==> src/rtl/load_store_unit_pkg.sv <==
// Shared core constants for the load/store path.
//   SIZE_*  : access-size encodings carried on ex_size (3 is reserved and
//             is handled as a word access).
//   STATE_* : load_store_unit FSM encodings.
//   is_misaligned() : natural-alignment test for a (size, address[1:0]) pair.
package load_store_unit_pkg;

  localparam logic [1:0] SIZE_B = 2'd0;
  localparam logic [1:0] SIZE_H = 2'd1;
  localparam logic [1:0] SIZE_W = 2'd2;

  localparam logic [1:0] STATE_IDLE   = 2'd0;
  localparam logic [1:0] STATE_ACCESS = 2'd1;
  localparam logic [1:0] STATE_HOLD   = 2'd2;

  function automatic logic is_misaligned(input logic [1:0] size,
                                         input logic [1:0] offset);
    case (size)
      SIZE_B:  return 1'b0;
      SIZE_H:  return offset[0];
      default: return offset != 2'b00;
    endcase
  endfunction

endpackage

==> src/rtl/load_store_unit_load_align.sv <==
// load_align: picks the addressed byte/half lane out of a 32-bit bus word and
// sign- or zero-extends it to 32 bits.
//   rdata         : raw word from the data bus
//   offset        : byte offset of the access inside the word
//   size          : SIZE_B / SIZE_H / SIZE_W (anything else is a word)
//   unsigned_load : 1 = zero-extend (LBU/LHU), 0 = sign-extend
//   data          : aligned, extended load result
module load_align
  import load_store_unit_pkg::*;
(
  input  logic [31:0] rdata,
  input  logic [1:0]  offset,
  input  logic [1:0]  size,
  input  logic        unsigned_load,
  output logic [31:0] data
);

  logic [31:0] lane;

  // NOTE: every output of a combinational block gets a value on every path
  // (default first), otherwise synthesis infers a latch.
  always_comb begin
    lane = rdata >> {offset, 3'b000};
    data = rdata;
    case (size)
      SIZE_B:  data = {{24{~unsigned_load & lane[7]}}, lane[7:0]};
      SIZE_H:  data = {{16{~unsigned_load & lane[15]}}, lane[15:0]};
      default: data = rdata;
    endcase
  end

endmodule

==> src/rtl/load_store_unit.sv <==
// load_store_unit: sits between execute and writeback. Pass-through ops go to
// writeback with one cycle of latency; loads and stores perform one data-bus
// transaction (IDLE -> ACCESS -> HOLD -> IDLE) and then write back.
//   clk, reset_n                  : clock, asynchronous active-low reset
//   ex_*                          : op from execute (valid/ready handshake)
//   mem_valid/ready/write/addr,
//   mem_wdata/wstrb, mem_rdata    : word-addressed data bus
//   wb_valid/ready, wb_data/rd,
//   wb_write, wb_misaligned       : writeback payload (valid/ready handshake)
// MISALIGN_TRAP = 1 reports misaligned accesses without touching the bus;
// MISALIGN_TRAP = 0 ignores the offending low address bits.
module load_store_unit
  import load_store_unit_pkg::*;
#(
  parameter int MISALIGN_TRAP = 1
) (
  input  logic        clk,
  input  logic        reset_n,
  input  logic        ex_valid,
  output logic        ex_ready,
  input  logic [31:0] ex_result,
  input  logic [31:0] ex_store_data,
  input  logic        ex_load,
  input  logic        ex_store,
  input  logic [1:0]  ex_size,
  input  logic        ex_unsigned,
  input  logic [4:0]  ex_rd,
  input  logic        ex_write_reg,
  output logic        mem_valid,
  input  logic        mem_ready,
  output logic        mem_write,
  output logic [31:0] mem_addr,
  output logic [31:0] mem_wdata,
  output logic [3:0]  mem_wstrb,
  input  logic [31:0] mem_rdata,
  output logic        wb_valid,
  input  logic        wb_ready,
  output logic [31:0] wb_data,
  output logic [4:0]  wb_rd,
  output logic        wb_write,
  output logic        wb_misaligned
);

  logic [1:0]  state;
  logic [1:0]  offset_q;
  logic [1:0]  size_q;
  logic        unsigned_q;
  logic        load_q;
  logic        write_q;

  logic        is_mem;
  logic        misaligned;
  logic [1:0]  size_eff;
  logic [1:0]  offset_eff;
  logic [3:0]  strb;
  logic [31:0] wdata;
  logic [31:0] load_data;

  // Both kind bits set is illegal and falls back to pass-through.
  assign is_mem     = ex_load ^ ex_store;
  assign size_eff   = (ex_size == 2'd3) ? SIZE_W : ex_size;
  assign misaligned = (MISALIGN_TRAP != 0) && is_misaligned(size_eff, ex_result[1:0]);
  assign ex_ready   = (state == STATE_IDLE) && (!wb_valid || wb_ready);

  always_comb begin
    offset_eff = 2'b00;
    strb       = 4'b1111;
    wdata      = ex_store_data;
    case (size_eff)
      SIZE_B: begin
        offset_eff = ex_result[1:0];
        strb       = 4'b0001 << ex_result[1:0];
        wdata      = {4{ex_store_data[7:0]}};
      end
      SIZE_H: begin
        // Without the trap the offending bit 0 is simply dropped.
        offset_eff = {ex_result[1], 1'b0};
        strb       = 4'b0011 << {ex_result[1], 1'b0};
        wdata      = {2{ex_store_data[15:0]}};
      end
      default: begin
        offset_eff = 2'b00;
        strb       = 4'b1111;
        wdata      = ex_store_data;
      end
    endcase
  end

  load_align u_load_align (
    .rdata         (mem_rdata),
    .offset        (offset_q),
    .size          (size_q),
    .unsigned_load (unsigned_q),
    .data          (load_data)
  );

  // NOTE: sequential state is written with non-blocking assignments only, so
  // every register samples pre-edge values regardless of statement order.
  always_ff @(posedge clk or negedge reset_n) begin
    if (!reset_n) begin
      state         <= STATE_IDLE;
      offset_q      <= 2'b00;
      size_q        <= SIZE_W;
      unsigned_q    <= 1'b0;
      load_q        <= 1'b0;
      write_q       <= 1'b0;
      mem_valid     <= 1'b0;
      mem_write     <= 1'b0;
      mem_addr      <= '0;
      mem_wdata     <= '0;
      mem_wstrb     <= 4'b0000;
      wb_valid      <= 1'b0;
      wb_data       <= '0;
      wb_rd         <= '0;
      wb_write      <= 1'b0;
      wb_misaligned <= 1'b0;
    end else begin
      case (state)
        STATE_IDLE: begin
          if (wb_valid && wb_ready) wb_valid <= 1'b0;
          if (ex_valid && ex_ready) begin
            wb_rd <= ex_rd;
            if (!is_mem) begin
              wb_valid      <= 1'b1;
              wb_data       <= ex_result;
              wb_write      <= ex_write_reg;
              wb_misaligned <= 1'b0;
            end else if (misaligned) begin
              // Faulting address is reported as the payload.
              wb_valid      <= 1'b1;
              wb_data       <= ex_result;
              wb_write      <= 1'b0;
              wb_misaligned <= 1'b1;
            end else begin
              state      <= STATE_ACCESS;
              mem_valid  <= 1'b1;
              mem_write  <= ex_store;
              mem_addr   <= {ex_result[31:2], 2'b00};
              mem_wdata  <= wdata;
              mem_wstrb  <= ex_store ? strb : 4'b0000;
              offset_q   <= offset_eff;
              size_q     <= size_eff;
              unsigned_q <= ex_unsigned;
              load_q     <= ex_load;
              write_q    <= ex_load & ex_write_reg;
            end
          end
        end
        STATE_ACCESS: begin
          // Request fields stay frozen until the bus accepts.
          if (mem_ready) begin
            state         <= STATE_HOLD;
            mem_valid     <= 1'b0;
            mem_write     <= 1'b0;
            mem_wstrb     <= 4'b0000;
            wb_valid      <= 1'b1;
            wb_data       <= load_q ? load_data : '0;
            wb_write      <= write_q;
            wb_misaligned <= 1'b0;
          end
        end
        STATE_HOLD: begin
          if (wb_ready) begin
            state    <= STATE_IDLE;
            wb_valid <= 1'b0;
          end
        end
        default: state <= STATE_IDLE;
      endcase
    end
  end

endmodule

==> config.mk <==
export PLATFORM = sky130hd
export DESIGN_NAME = load_store_unit
export DESIGN_NICKNAME = d
export VERILOG_FILES = /design/src/rtl/load_store_unit_pkg.sv /design/src/rtl/load_store_unit_load_align.sv /design/src/rtl/load_store_unit.sv
export SDC_FILE = /design/constraint.sdc
export NUM_CORES = 1
export LEC_CHECK = 0
export CORE_ASPECT_RATIO = 1.1
export CORE_UTILIZATION = 29
export CTS_BUF_LIST = sky130_fd_sc_hd__clkbuf_8 sky130_fd_sc_hd__clkbuf_16
export CTS_CLUSTER_DIAMETER = 200
export DETAILED_ROUTE_END_ITERATION = 8
export DONT_BUFFER_PORTS = 1
export MAX_ROUTING_LAYER = met4
export PLACE_DENSITY = 0.41
export SLEW_MARGIN = 20
export SYNTH_ARGS = -nofsm -noshare
export SYNTH_HDL_FRONTEND = slang
export SYNTH_SLANG_ARGS = --single-unit
export TNS_END_PERCENT = 5
==> constraint.sdc <==
create_clock -name clk -period 2.4 [get_ports clk]
set_input_delay 0.24 -clock clk [delete_from_list [all_inputs] [get_ports clk]]
set_output_delay 0.24 -clock clk [all_outputs]
set_load 0.03 [all_outputs]
==> results.tsv, run 1 <==
metric	value	unit
avgSynthCellArea	10.62	sq um
synth_seq_cells	117	
initial_utilization	29.79	%
post-dp-hpwl	12.73	mm
vias_per_cell	5.083	
cp_common_cell	inv_1	
ys_warn_count	0	
skew	13.55	ps
detail-route-antenna-nets	0	
setup_tns	0	ps
p_leak	0.003188	uW
period_minus_slack	2140	ps
ys_top_cells_by_area	dfrtp_1, mux2_2, mux2i_1, o21ai_0, nor2b_1	
ir_drop	0.5277	mV
wl	17.74	mm
rsz0062_at_grt	false	
num_rows	54	
dieArea	0.02105	sq mm
drc	29	
tightest_slew	692.3	ps
power	10620	uW
path_class	reg -> reg	
multiInputGateArea	0.002804	sq mm
grt_pass1_vias	4810	
r2r_start	state[1]	
cp-start-kind	flop	
path_cells	inv_1 > ha_2 > inv_1 > nor3b_1 > a31oi_4 > nand2b_1 > buf_4 > o31ai_1	
post-route-util	36.77	%
place_congestion	0.7953	
grt_util_all_layers	17.99	%
crit_fanout	17	
grt_max_degree	118	
htreeDepth	4	
synth_area	0.005937	sq mm
drv_cap	0	
finalHoldViolCount	117	
cts_buffer_depth	2	
grt_pass1_wl	27.96	mm
drt_first_pass_iters	9	
cts_tree	built	
worstPathArrival	2450	ps
wl_met3	1.613	mm
crit_slowest_cell	dfrtp_1	
violations	DRC, hold timing	
wl_met1	7.093	mm
die_h	152.1	um
io_buffers	0	
setup-violations-final	0	
routed.top_layer	met4	
area_delta_synth_final	23.44	%
path_clk_slew	60	ps
synth.distinct_cells	45	
seq_area	0.002929	sq mm
die_w	138.4	um
slowest_delay	410	ps
ys.flop_type	dfrtp_1	
post_drt_wl_per_cell	20.42	um
drv_slew	0	
dr.first_iter.drc_count	229	
antenna_found_initial	2	
required	2710	ps
worst_hold_path_type	in -> async	
powerDensity	1450	mW/mm^2
relSlewSlack	53.74	%
async_flop_share	100.0	%
numCtsBuffers	17	
finalCritPeriodShare	89.19	%
wl_met2	8.628	mm
worst_r2r_endpoint	wb_data[29]	
pin_count	223	
via_count	4417	
placedCellCount	786	
synth-edff-count	0	
clock_sinks	117	
final-instance-count-excl-fill	869	
synthCells	559	
synth_seq_area_share	49.34	%
r2r_slack	260	ps
end_kind	flop	
hold_buffers	49	
fin_nets	718	
max_freq	467.2	MHz
synth.largest_area_cell	dfrtp_1	
netlist.area_leader.share	48.89	%
cts_root_buffer	clkbuf_16	
clk_latency	410	ps
fillCellCount	1983	
layout-drive-gt1-share	17.72	%
core-area	0.01993	sq mm
rr_worst_depth	8	
grt_overflow	0	
fin_hold_ws	-478.1	ps
status	finished with violations	
[worst max path at each step]
stage	start	endpoint	slack, ps	cells after the start
after global placement	state[1]	wb_data[14]	300	8
after detailed placement	state[1]	wb_data[29]	140	8
final	state[1]	wb_data[29]	260	8
after floorplan	state[0]	wb_data[16]	330	10
after CTS	state[1]	wb_data[29]	120	8
after global routing	state[1]	wb_data[22]	40	8
[per-stage QoR]
stage          instance area (sq um)  setup slack, ps
2_1_floorplan                   5941            332.7
3_3_place_gp                    6221            295.4
3_5_place_dp                    6221            143.3
4_1_cts                         7321            119.8
5_1_grt                         7328            35.02
6_report                        7328            259.5
[area by class of cell]
| type | instances | share of cell area (%) |
|---|---|---|
| Multi-Input combinational cell | 393 | 38.26 |
| Clock buffer | 19 | 6.181 |
| Antenna cell | 2 | 0.06829 |
| Inverter | 8 | 0.4098 |
| Timing Repair Buffer | 65 | 8.673 |
| Clock inverter | 13 | 2.134 |
| Tap cell | 252 | 4.303 |
| Sequential cell | 117 | 39.97 |
[logic make-up (layout without fill, tap and decap cells)]
family | Yosys count | after routing | synth area share (%)
muxes | 104 | 104 | 18.84
other | 1 | 4 | 0.06316
xor gates and xnor gates | 2 | 2 | 0.2951
adders and majority gates | 4 | 4 | 0.8430
and+or+nand+nor | 147 | 147 | 12.29
AOI/OAI and AO/OA | 134 | 134 | 14.35
buffers and inverters | 50 | 105 | 3.983
DFF | 117 | 117 | 49.34
[state kept, by name (all words and copies together) (netlist names), 2 cells and up]
signal and count:
mem_wdata 32, wb_data 32, mem_addr 30, wb_rd 5, mem_wstrb 4, offset_q 2
size_q 2, state 2
[what timing repair did]
action,4_1_cts,5_1_grt
setup endpoints to repair,0,22
buffers inserted,0,0
endpoints found under the hold margin,165,117
resized for setup,0,1
[worst max-delay path: cells and delay by family, from the launching register on]
| family | cells | cell delay, ps |
|---|---|---|
| simple gates | 2 | 540 |
| flops | 1 | 410 |
| buf+inv | 3 | 400 |
| compound gates | 2 | 380 |
| fa+ha+maj | 1 | 300 |
[power by group]
part / switching, uW / total, uW / internal, uW / leakage, uW
Sequential: 2680 / 5610 / 2930 / 0.00143
Combinational: 1170 / 2400 / 1230 / 0.00146
Clock: 936 / 2620 / 1680 / 0.000298
Total: 4780 / 10600 / 5840 / 0.00319
[cell usage in the layout (no fill, tap or decap), drive strengths merged, types with 2 or more instances in the layout]
cell type and count:
a221oi 6, and2 4, nor3b 5, nand3 7, a2bb2oi 2, mux2i 51, diode 2, a31oi 3
a21oi 29, o31ai 20, dlygate4sd3 49, nor2b 37, clkinv 8, nor2 22, a21o 7, clkbuf 19
bufinv 3, nand2 55, nor3 2, nand2b 13, buf 16, inv 8, o2bb2ai 11, mux2 52
ha 4, o21ai 48, conb 2, dfrtp 116, clkinvlp 2
[cells in the mapped netlist (6+ instances only)]
library cell / instances
a21o_1: 7
a21oi_1: 28
a221oi_1: 6
buf_2: 15
buf_4: 6
clkbuf_1: 16
dfrtp_1: 116
inv_1: 8
mux2_2: 52
mux2i_1: 51
nand2_1: 55
nand2b_1: 13
nand3_1: 7
nor2_1: 22
nor2b_1: 37
o21ai_0: 48
o2bb2ai_1: 11
o31ai_1: 20
[layer usage]
metal	vias to the layer above	track usage, %
met4	0	7.223
met5	-	-
met3	23	7.186
met2	154	28.96
li1	2063	-
met1	2177	19.78
(Power assumes the default switching activity.)
==> inputs of run 2 (changes only) <==
clock period = 2.6 ns   (was 2.4 ns; I/O delays follow)
==> results.tsv, run 2 (synthesized netlist as in run 1, its figures left out) <==
metric	value	unit	change
p_sw	4444	uW	-7.0%
io_buffers	0		unchanged
mostFrequentLayoutCells	dfrtp_1, nand2_1, mux2_2		
area_delta_synth_final	23.39	%	about the same
final_area	0.007326	sq mm	about the same
wl	17.56	mm	-1.0%
path_class	reg -> reg		
placed_area	0.006206	sq mm	-0.24%
period_minus_slack	2311	ps	+170.8 ps
p_leak	0.003183	uW	-0.16%
grt_util_all_layers	17.74	%	-0.25 points
combinationalPowerShare	22.2	%	-0.4 points
cts_tree	built		
drt_first_pass_iters	7		-2
pin_count	223		unchanged
cp-start-kind	flop		
powerDensity	1353	mW/mm^2	-6.7%
clock_sinks	117		unchanged
clk_latency	410	ps	about the same
swShare	44.84	%	-0.16 points
end_kind	flop		
ir_drop	0.5130	mV	-2.8%
detail-route-antenna-nets	0		unchanged
worstPathArrival	2620	ps	+170 ps
post-dp-hpwl	12.50	mm	-1.8%
die_w	138.4	um	unchanged
r2r_slack	290	ps	+30 ps
htreeDepth	4		unchanged
grt_pass1_vias	4697		-2.3%
skew	8.076	ps	-5.478 ps
num_rows	54		unchanged
cts_root_buffer	clkbuf_16		
pre_cts_slack	300.7	ps	+157.4 ps
setup-violations-final	0		unchanged
power.share.clock	25.7	%	+1.1 points
via_count	4354		-1.4%
p_int	5467	uW	-6.4%
worst_r2r_endpoint	wb_data[26]		
dr.first_iter.drc_count	244		+6.6%
drc	31		+6.9%
post_drt_wl_per_cell	20.33	um	-0.44%
core-area	0.01993	sq mm	unchanged
status	finished with violations		
rr_worst_depth	9		+1
drv_cap	0		unchanged
hold_buffers	48		-2.0%
grt_overflow	0		unchanged
relSlewSlack	53.85	%	+0.11 points
tightest_slew	690.8	ps	-1.580 ps
dieArea	0.02105	sq mm	unchanged
fin_nets	715		-0.42%
grt_pass1_wl	27.47	mm	-1.8%
finalHoldViolCount	117		unchanged
violations	DRC, hold timing		
grt_max_degree	118		unchanged
die_h	152.1	um	unchanged
initial_utilization	29.79	%	unchanged
max_freq	432.7	MHz	-7.4%
fin_hold_ws	-458.7	ps	+19.44 ps
reg_top3	mem_wdata (32), wb_data (32), mem_addr (30)		
setup_tns	0	ps	unchanged
fillCellCount	2002		+0.96%
numCtsBuffers	17		unchanged
worst_hold_path_type	in -> async		
diodes	0		-2
r2r_start	state[1]		
layout-drive-gt1-share	17.32	%	-0.40 points
rsz0062_at_grt	false		
place_congestion	0.8054		+1.3%
required	2910	ps	+200 ps
final_common_cell	dfrtp_1		
seqPwrFrac	52.1	%	-0.7 points
power	9912	uW	-6.7%
vias_per_cell	5.039		-0.86%
finalCritPeriodShare	88.90	%	-0.29 points
antenna_found_initial	0		-2
cts_buffer_depth	2		unchanged
crit_fanout	47		+30
drv_slew	0		unchanged
path_clk_slew	60	ps	about the same
worst_slack	288.7	ps	+29.17 ps
==> run 2: cell count changes in the layout (fill, tap and decap cells not counted), sizes merged <==
cell         previous run  this run
clkinv                  8         5
dlygate4sd3            49        48
diode                   2         0
buf                    16        14
clkinvlp                2         3
bufinv                  3         4
clkbuf                 19        18
inv                     8        10
==> run 2: layer usage <==
metal	track usage (%)	vias up	share of wire, %
met3	6.807	17	9.3
met2	28.62	151	49
met5	-	-	0
li1	-	2043	-
met1	20.03	2143	40
met4	6.046	0	1.3
==> run 2: worst max path at each step <==
stage          startpoint           to  slack (ps)
4_1_cts          state[1]  wb_data[26]         280
3_5_place_dp     state[1]  wb_data[26]         300
2_1_floorplan    state[0]  wb_data[16]         530
3_3_place_gp     state[0]  wb_data[14]         400
5_1_grt          state[1]  wb_data[16]         130
6_report         state[1]  wb_data[26]         290
==> run 2: stage by stage <==
stage	hold slack [ps]	instances	utilization, %
5_1_grt	-488.2	864	36.75
3_3_place_gp	-31.46	784	31.14
4_1_cts	-484.3	864	36.75
6_report	-458.7	864	36.75
3_5_place_dp	-31.37	784	31.14
2_1_floorplan	-35.59	560	-
==> run 2: layout make-up <==
type                       count  area, sq um  area share (%)
multi-input combinational    393         2801           38.24
sequential                   117         2929           39.98
clock buffer                  18        439.2           5.995
clock inverter                14        200.2           2.733
inverter                       8        30.03          0.4099
tap                          252        315.3           4.304
timing repair buffer          62        610.6           8.335
==> run 2: power groups by stage <==
stage                     clock [uW]  sequential [uW]  combinational (uW)
after floorplan                    0             4860                1850
after global placement             0             5210                2110
after detailed placement           0             5210                2180
after CTS                       2620             5190                2240
after global routing            2710             5290                2480
final                           2550             5160                2200
==> run 2: repair_timing <==
| item | CTS | global route |
|---|---|---|
| endpoints found under the setup margin | 0 | 0 |
| buffers inserted | 0 | 0 |
| hold endpoints to repair | 165 | 117 |
| gates resized for setup | 0 | 0 |
==> run 2: critical path: stages, from the launching register on <==
cell and delay (ps):
dfrtp_1 420, inv_1 110, ha_1 260, and2_2 230, and2_1 190, a31oi_4 100
buf_12 210, nand2b_1 170, buf_4 210, o31ai_1 280
==> inputs of run 3 (changes only) <==
CORE_ASPECT_RATIO = 1.4   (was 1.1)
==> results.tsv, run 3 (synthesized netlist as in run 1, its figures left out) <==
metric	value	unit	change
status	finished with violations		
violations	hold timing		
p_leak	0.003173	uW	-0.29%
reg_top3	mem_wdata (32), wb_data (32), mem_addr (30)		
antenna_found_initial	1		+1
dieArea	0.02106	sq mm	about the same
vias_per_cell	5.065		+0.50%
clk_latency	420	ps	about the same
initial_utilization	29.69	%	-0.097 points
fin_nets	716		+0.14%
end_kind	flop		
dr.first_iter.drc_count	156		-36%
fillCellCount	2015		+0.65%
drv_slew	0		unchanged
fin_hold_ws	-459.2	ps	-0.5320 ps
max_freq	448.4	MHz	+3.6%
path_clk_slew	60	ps	about the same
skew	9.784	ps	+1.708 ps
io_buffers	0		unchanged
cts.repair.resized	0		unchanged
required	2960	ps	+50 ps
cts_tree	built		
drv_cap	0		unchanged
worst_hold_path_type	in -> async		
crit_fanout	12		-74%
ir_drop	0.5336	mV	+4.0%
tightest_slew	695.1	ps	+4.388 ps
drt_first_pass_iters	4		-3
cts_root_buffer	clkbuf_16		
grt_util_all_layers	18.18	%	+0.44 points
powerDensity	1333	mW/mm^2	-1.5%
numCtsBuffers	17		unchanged
grt_overflow	0		unchanged
placed_area	0.006213	sq mm	+0.12%
place_congestion	0.7914		-1.7%
num_rows	61		+13%
core-area	0.02000	sq mm	+0.33%
path_class	reg -> reg		
die_h	171.3	um	+13%
layout-drive-gt1-share	17.29	%	-0.028 points
via_count	4386		+0.73%
grt_max_degree	118		unchanged
htreeDepth	4		unchanged
mostFrequentLayoutCells	dfrtp_1, nand2_1, mux2_2		
relSlewSlack	53.56	%	-0.29 points
post-dp-hpwl	12.97	mm	+3.7%
worstPathArrival	2590	ps	-30 ps
finalCritPeriodShare	85.78	%	-3.1 points
detail-route-antenna-nets	0		unchanged
pin_count	223		unchanged
setup-violations-final	0		unchanged
grt_pass1_wl	27.05	mm	-1.5%
finalHoldViolCount	117		unchanged
cts_setup_buffers	0		unchanged
wl	17.96	mm	+2.3%
period_minus_slack	2230	ps	-81.04 ps
hold_buffers	48		unchanged
cp-start-kind	flop		
area_delta_synth_final	22.68	%	
rsz0062_at_grt	false		
die_w	122.9	um	-11%
final_common_cell	dfrtp_1		
setup_tns	0	ps	unchanged
cts_buffer_depth	2		unchanged
drc	0		-100%
final_area	0.007283	sq mm	-0.58%
grt_pass1_vias	4677		-0.43%
clock_sinks	117		unchanged
post_drt_wl_per_cell	20.74	um	+2.1%
run 3: layout make-up:
type	instances	area (sq um)	area share [%]
inverters	8	30.03	0.4123
diodes	1	2.502	0.03436
flip-flops and latches	117	2929	40.22
clock buffers	19	452.9	6.219
well taps	252	315.3	4.329
repair buffers	63	618.1	8.487
clock inverters	13	133.9	1.838
multi-input cells	393	2801	38.46
run 3: path summary, 6_finish.rpt:
| check | start | depth (start not counted) | endpoint | slack [ps] |
|---|---|---|---|---|
| worst min-delay path | reset_n | 0 | mem_addr[23] | -460 |
| max in group asynchronous | reset_n | 0 | size_q[1] | 2820 |
| worst max register to register | offset_q[1] | 5 | wb_data[13] | 370 |
| min in group clk | ex_size[1] | 2 | size_q[0] | 30 |
| worst min register to register | write_q | 2 | write_q | 490 |
| worst max-delay path | offset_q[1] | 5 | wb_data[13] | 370 |
run 3: power breakdown:
group	internal, uW	leakage [uW]	switching, uW
Combinational	1120	0.00146	1090
Clock	1450	0.000290	869
Sequential	2700	0.00143	2470
Total	5280	0.00317	4430
run 3: per-stage QoR:
step	instances	setup slack (ps)	power, uW	utilization, %
final	866	369.7	9705	36.42
after CTS	865	331.4	9863	36.41
after floorplan	560	532.7	6704	-
after detailed placement	785	390.2	7433	31.07
after global routing	866	246.5	10300	36.42
after global placement	785	465.8	7355	31.07
run 3: routing by layer:
layer  track usage [%]  vias up  share of wire (%)
met4             7.529        0                2.0
li1                  -     2053                  -
met5                 -        -                  0
met1             18.37     2134                 37
met3             7.095       26                9.4
met2             31.02      173                 52
run 3: worst max-delay path, cell delays in order, from the launching register on:
cell	delay (ps)
dfrtp_1	560
mux4_2	440
nor3b_1	510
nand2_1	310
a21oi_1	250
a21o_1	100
